File: src/rtl/mdu_seq.sv
// Multicycle unsigned multiply sequencer (32-step shift-add) owning HI/LO for the EX stage.
// Optional build macro MDU_EARLY_TERM_EN: end RUN as soon as the remaining multiplier is zero.
module mdu_seq #(
  parameter int unsigned XLEN    = 32,
  parameter logic [5:0]  F_MULTU = 6'd25,
  parameter logic [5:0]  F_MFHI  = 6'd16,
  parameter logic [5:0]  F_MTHI  = 6'd17,
  parameter logic [5:0]  F_MFLO  = 6'd18,
  parameter logic [5:0]  F_MTLO  = 6'd19
) (
  input  logic            clk,
  input  logic            rst_n,
  input  logic            req_valid,
  input  logic [5:0]      funct,
  input  logic [XLEN-1:0] op_a,
  input  logic [XLEN-1:0] op_b,
  input  logic            flush,
  output logic            stall,
  output logic            busy,
  output logic            done,
  output logic [XLEN-1:0] hi,
  output logic [XLEN-1:0] lo,
  output logic [XLEN-1:0] rd_data
);

  localparam int unsigned CW = $clog2(XLEN);
  localparam logic [CW-1:0] LAST = CW'(XLEN - 1);

  typedef enum logic [1:0] {IDLE, RUN, DONE} state_e;

  state_e              state_q;
  logic                busy_q, done_q;
  logic [XLEN-1:0]     hi_q, lo_q, mplier_q;
  logic [2*XLEN-1:0]   acc_q, mcand_q;
  logic [CW-1:0]       count_q;

  logic [2*XLEN-1:0]   acc_d;
  logic                last_d;
  logic                hilo_req;

  always_comb begin
    acc_d = mplier_q[0] ? (acc_q + mcand_q) : acc_q;
`ifdef MDU_EARLY_TERM_EN
    last_d = (count_q == LAST) || ((mplier_q >> 1) == '0);
`else
    last_d = (count_q == LAST);
`endif
  end

  // req_valid gates the decode so an undriven funct cannot raise a stall.
  always_comb begin
    hilo_req = 1'b0;
    if (req_valid) begin
      hilo_req = (funct == F_MULTU) || (funct == F_MFHI) || (funct == F_MFLO) ||
                 (funct == F_MTHI)  || (funct == F_MTLO);
    end
  end

  assign stall = (state_q == RUN) && hilo_req;

  always_comb begin
    rd_data = '0;
    if (funct == F_MFHI)      rd_data = hi_q;
    else if (funct == F_MFLO) rd_data = lo_q;
  end

  always_ff @(posedge clk) begin
    if (!rst_n) begin
      state_q  <= IDLE;
      busy_q   <= 1'b0;
      done_q   <= 1'b0;
      hi_q     <= '0;
      lo_q     <= '0;
      acc_q    <= '0;
      mcand_q  <= '0;
      mplier_q <= '0;
      count_q  <= '0;
    end else begin
      case (state_q)
        RUN: begin
          done_q <= 1'b0;
          if (flush) begin
            state_q <= IDLE;
            busy_q  <= 1'b0;
          end else begin
            acc_q    <= acc_d;
            mcand_q  <= mcand_q << 1;
            mplier_q <= mplier_q >> 1;
            count_q  <= count_q + 1'b1;
            if (last_d) begin
              {hi_q, lo_q} <= acc_d;
              state_q      <= DONE;
              busy_q       <= 1'b0;
              done_q       <= 1'b1;
            end
          end
        end
        default: begin
          state_q <= IDLE;
          busy_q  <= 1'b0;
          done_q  <= 1'b0;
          if (req_valid && !flush) begin
            if (funct == F_MULTU) begin
              acc_q    <= '0;
              mcand_q  <= {{XLEN{1'b0}}, op_a};
              mplier_q <= op_b;
              count_q  <= '0;
              state_q  <= RUN;
              busy_q   <= 1'b1;
            end
            if (funct == F_MTHI) hi_q <= op_a;
            if (funct == F_MTLO) lo_q <= op_a;
          end
        end
      endcase
    end
  end

  assign busy = busy_q;
  assign done = done_q;
  assign hi   = hi_q;
  assign lo   = lo_q;

endmodule

File: config.mk
export PLATFORM = sky130hd
export DESIGN_NAME = mdu_seq
export DESIGN_NICKNAME = d
export VERILOG_FILES = /design/src/rtl/mdu_seq.sv
export SDC_FILE = /design/constraint.sdc
export NUM_CORES = 1
export LEC_CHECK = 0
export CAP_MARGIN = 10
export CELL_PAD_IN_SITES_DETAIL_PLACEMENT = 1
export CELL_PAD_IN_SITES_GLOBAL_PLACEMENT = 1
export CORE_MARGIN = 1.5
export CORE_UTILIZATION = 47
export DETAILED_ROUTE_END_ITERATION = 10
export DONT_BUFFER_PORTS = 1
export PLACE_DENSITY = 0.87
export SYNTH_ARGS = -nofsm -noshare
export SYNTH_HDL_FRONTEND = slang
export SYNTH_SLANG_ARGS = --single-unit
File: constraint.sdc
create_clock -name clk -period 3.3 [get_ports clk]
set_input_delay 0.33 -clock clk [delete_from_list [all_inputs] [get_ports clk]]
set_output_delay 0.33 -clock clk [all_outputs]
set_load 0.01 [all_outputs]
* Yosys cells after proc, flatten, opt, wreduce, memory -nomap -nowiden *
Cells that the tools add are included.

word-level totals
  output and inout port bits = 99
  bits of input ports = 74
  register bits after elaboration = 233

operators by class
  eq/ne operators = 10
  bitwise logic cells = 2
  reduce and logical (&&, ||, !) cells = 15
  add/sub/neg operators = 2
  mux-type cells = 41

operators with widths
  kind                 number
  $mux 64              9
  $mux 32              16
  $add 64x64->64       1
  $eq 6x5->1 const B   5
  $mux 5               4
  $mux 1               9
  $reduce_and 4->1     2
  $reduce_bool 2->1    4
  $mux 2               3
  $add 5x1->5 const B  1
  $eq 5x5->1 const B   1
  $logic_or 1x1->1     4
  $ne 2x2->1 const B   2
  $ne 3x3->1 const B   1
  $reduce_and 3->1     1
  $reduce_or 3->1      1
  $eq 2x1->1 const B   1
  $logic_and 1x1->1    2
  $not 1->1            2
  $logic_not 1->1      1

* Depth between registers and ports, before layout *
  word-level depth = 7
  mapped depth = 13
  depth with buffers taken out = 13

* Least setup slack after synthesis *
Ideal clock, no wire load.

  kind = flip-flop to flip-flop
  start = reg acc_q[19]
  end = reg acc_q[62]
  path slack = 0.403 ns
  clock period less this slack = 2.897 ns
  data arrival time = 2.781 ns
  cell stages (with the launch flop) = 12
  path through = dfxtp_1 ha_1 a21oi_2 o21ai_2 a211o_1 and3_1 or3_4 o21a_1 o211ai_2 or3b_1 mux2i_1 a31o_1

on the way
  longest elaborated chain between the ends = 4

RTL lines
  item                    line  text
  from (decl)             34    logic [2*XLEN-1:0] acc_q, mcand_q;
  from (signal assigned)  74    acc_q <= '0;
  from (signal assigned)  86    acc_q <= acc_d;
  from (signal assigned)  104   acc_q <= '0;
  $add 64x64->64          42    acc_d = mplier_q[0] ? (acc_q + mcand_q) : acc_q;
  $mux 64                 42
  $mux 64                 82    if (flush) begin
  $mux 64                 79    case (state_q)

No other way between the ends. The select of a mux whose other input is x is not followed.
A chain may end at the register's enable or synchronous reset.

* Worst setup path after layout *
  start = reg acc_q[3]
  end = reg acc_q[63]

The elaborated chain is that of the path after synthesis.

==> qor.csv <==
metric,value,unit
die area,0.03132,mm^2
status,finished with violations,
DR pass1 iterations,6,
fin crit share,100.9,%
Final nets,2101,
Layout area overhead,17.97,%
number of synthesized flops with an enable pin,0,
cell count after synthesis,1910,
Syn Nets,2050,
DRC violations left,0,
Post-DP Area,0.01506,mm^2
Final Critical Period,3328,ps
final antenna-violating net count,0,
first-pass GRT wire length,98.67,mm
Switching Fraction,24.15,%
worst hold slack,7.490,ps
Critical-path top delay cell,a2111oi_4,
clk sinks,232,
post-synth top area share,32.65,%
CTS tree,done,
skew final,24.10,ps
Leakage,6.263,nW
Starting Density,47.87,%
Synth Area in Compound Gates,25.41,%
1st-iter DRT viols,1445,
vias in the first global route,16490,
"CP delay by family, top",compound AO/OA/AOI/OAI gates,
post-place setup slack,-83.33,ps
via count,16050,
WL/cell,28.10,um
Worst EP required,3710,ps
crit-path max FO,5,
total gr overflow,0,
Die H,177.0,um
most frequent cells in the layout,"nand2_1 (328), nor2_1 (242), dfxtp_1 (230)",
ratio of cells with drive above 1 in the final layout,11.99,%
IO Port Bufs,0,
final WL,66.65,mm
Final Max Tran Viols,0,
io pins,173,
unrepaired setup endpoints after global routing,yes,
Skew-Pair Late Insertion Delay,570,ps
DR vias/cell,6.764,
Peak VDD IR,0.3099,mV
mux share of post-synthesis cell area,5.128,%
initial antenna violation count,3,
H-tree levels,1,
power share of the clock group,49.4,%
crit path buf inv count,4,
Seq pwr share,46.7,%
Worst-path clk slew,70,ps
Ys Warns,0,
PwrDens,359.0,mW/mm^2
worst-path cell chain,"ha_4, nand3_1, nor2_2, o311ai_4, buf_4, a2111oi_4, o21ai_1, buf_4, a211oi_2, buf_4, o211ai_1, buf_4, mux2_2, o211ai_1, o32ai_1",
"most used cell, CP",buf_4,
core area,0.02972,mm^2
Root Buffer,clkbuf_16,
net switching power,0.001455,W
Final Hold Viols,0,
failing checks,negative setup slack,
Adder-Cell Fraction of Synth Area,5.858,%
post-synth top area cell,dfxtp_1,
Critical Path Sink Type,flop,
largest family of logic cells by synthesized area,compound AO/OA/AOI/OAI gates,
final setup violation count,2,
Placed Cells incl. Taps,2261,
sequential area share after synthesis,32.65,%
Comb pwr share,3.9,%
Unique masters post-synth,74,
Critical Path Source Type,flop,
Max Buffers Root-to-Sink,3,
Crit path largest cell delay,380,ps
CTS buffer count,27,
Final GP Congestion,0.9842,
Least-Margin Pin Slew,1188,ps
Fmax,300.4,MHz
chip width,177.0,um
dpl hpwl,44.26,mm
Synth async-reset ratio,0,%
#FFs+latches synth,232,
worst hold path type,input pin to flop,
worst setup path class,flop to flop,
xor-xnor portion of the synthesized cell area,3.263,%
ys flop type,dfxtp_1,
final core utilization,56.47,%
overall routing resource usage,41.25,%
Synth area leaders,"dfxtp_1 (33%), nand2_1 (8.7%), nor2_1 (6.4%)",
P_int,0.004570,W
Max Cap Viol,0,
Final Cell Area,0.01678,mm^2
largest net degree at the start of global routing,77,
post-route setup slack,-28.42,ps
Slew HR,20.79,%
Mean Syn Cell Area,7.448,um^2
Worst Path Arrival,3740,ps
Final Non-Filler Cells,2372,
"commonest non-fill, non-tap cell in the layout",nand2_1,
Post-Syn Area,0.01422,mm^2
num rows,63,
post-synthesis simple-gate area fraction,23.01,%
## worst reg2reg max path, cell delays in order (launching register included)
cell	delay (ps)
dfxtp_1	350
ha_4	310
nand3_1	100
nor2_2	200
o311ai_4	160
buf_4	190
a2111oi_4	380
o21ai_1	110
buf_4	160
a211oi_2	230
buf_4	180
o211ai_1	100
buf_4	190
mux2_2	270
o211ai_1	120
o32ai_1	140
## layer usage
| layer | wire length [um] | up-vias | global-route usage (%) |
|---|---|---|---|
| met5 | 12 | - | 0 |
| met4 | 5541 | 2 | 29.87 |
| met3 | 6396 | 335 | 9.278 |
| met2 | 29910 | 901 | 65.67 |
| met1 | 24790 | 7878 | 48.82 |
| li1 | - | 6929 | - |
## power groups by stage
stage / sequential [W] / clock [W] / combinational, W
floorplan: 0.00287 / 0 / 0.000114
global placement: 0.00288 / 0 / 0.000138
detailed placement: 0.00288 / 0 / 0.000142
CTS: 0.00282 / 0.00294 / 0.000221
global route: 0.00281 / 0.00308 / 0.000244
finish: 0.00282 / 0.00297 / 0.000235
## final cells by class
cell class	count	area, um^2
clock inverters	9	72.57
flip-flops and latches	232	4649
diodes	5	12.51
fillers	3619	12940
repair buffers	168	1481
clock buffers	36	759.5
inverters	26	102.6
well taps	390	488.0
multi-input cells	1506	9215
## repair_timing
| item | CTS | global route |
|---|---|---|
| endpoints found under the setup margin | 8 | 52 |
| gates resized for setup | 5 | 52 |
| setup buffers | 0 | 5 |
| pin swaps | 1 | 19 |
| hold buffers | 56 | 0 |
| cloned | 0 | 0 |
| hold endpoints to repair | 108 | 0 |
## Yosys cell counts (6+ instances only)
cell	count
a311oi_1	61
o22ai_1	13
a21oi_1	173
xnor2_1	31
o311ai_0	7
dfxtp_1	232
nor2b_1	11
o21ai_0	79
or3_1	16
a211oi_1	16
a31oi_1	22
buf_1	16
and3_1	9
nor3_1	20
o211ai_1	21
nor2_1	244
buf_2	10
a21o_1	34
nand2b_1	11
nand3_1	87
mux2_2	7
o21bai_1	12
mux2i_1	65
and2_1	6
a22oi_1	20
ha_1	65
o21ai_1	8
o31ai_1	6
nand2_1	328
xor2_1	22
o21a_1	11
nand4_1	25
inv_1	24
clkbuf_1	118
## final timing paths
kind,startpoint,to,slack [ps],depth (start not counted)
worst max-delay path,acc_q[3],acc_q[63],-30,15
worst min-delay path,op_a[31],lo[31],7,2
worst max register to register,acc_q[3],acc_q[63],-30,15
worst min register to register,mcand_q[60],mcand_q[60],470,2
## per-stage QoR
stage | TNS, ps | total power, W
floorplan | 0 | 0.002989
global placement | 0 | 0.003015
detailed placement | -140.5 | 0.003019
CTS | 0 | 0.005972
global route | -1147 | 0.006135
finish | -55.87 | 0.006024
## kinds of logic (layout without fill, tap and decap cells)
group,Yosys count,in the layout
mux,72,72
other cells,0,5
xor+xnor,53,53
flops,232,232
compound gates,544,544
fa+ha+maj,66,66
buf+inv,172,239
simple gates,771,771
## flip-flops by register name, summed over array words and instances, names as in the netlist
register,cells
done,1
acc_q,64
hi,32
lo,32
mplier_q,32
mcand_q,64
count_q,5
state_q,2
Note: power is estimated with default switching activity, not from simulation.
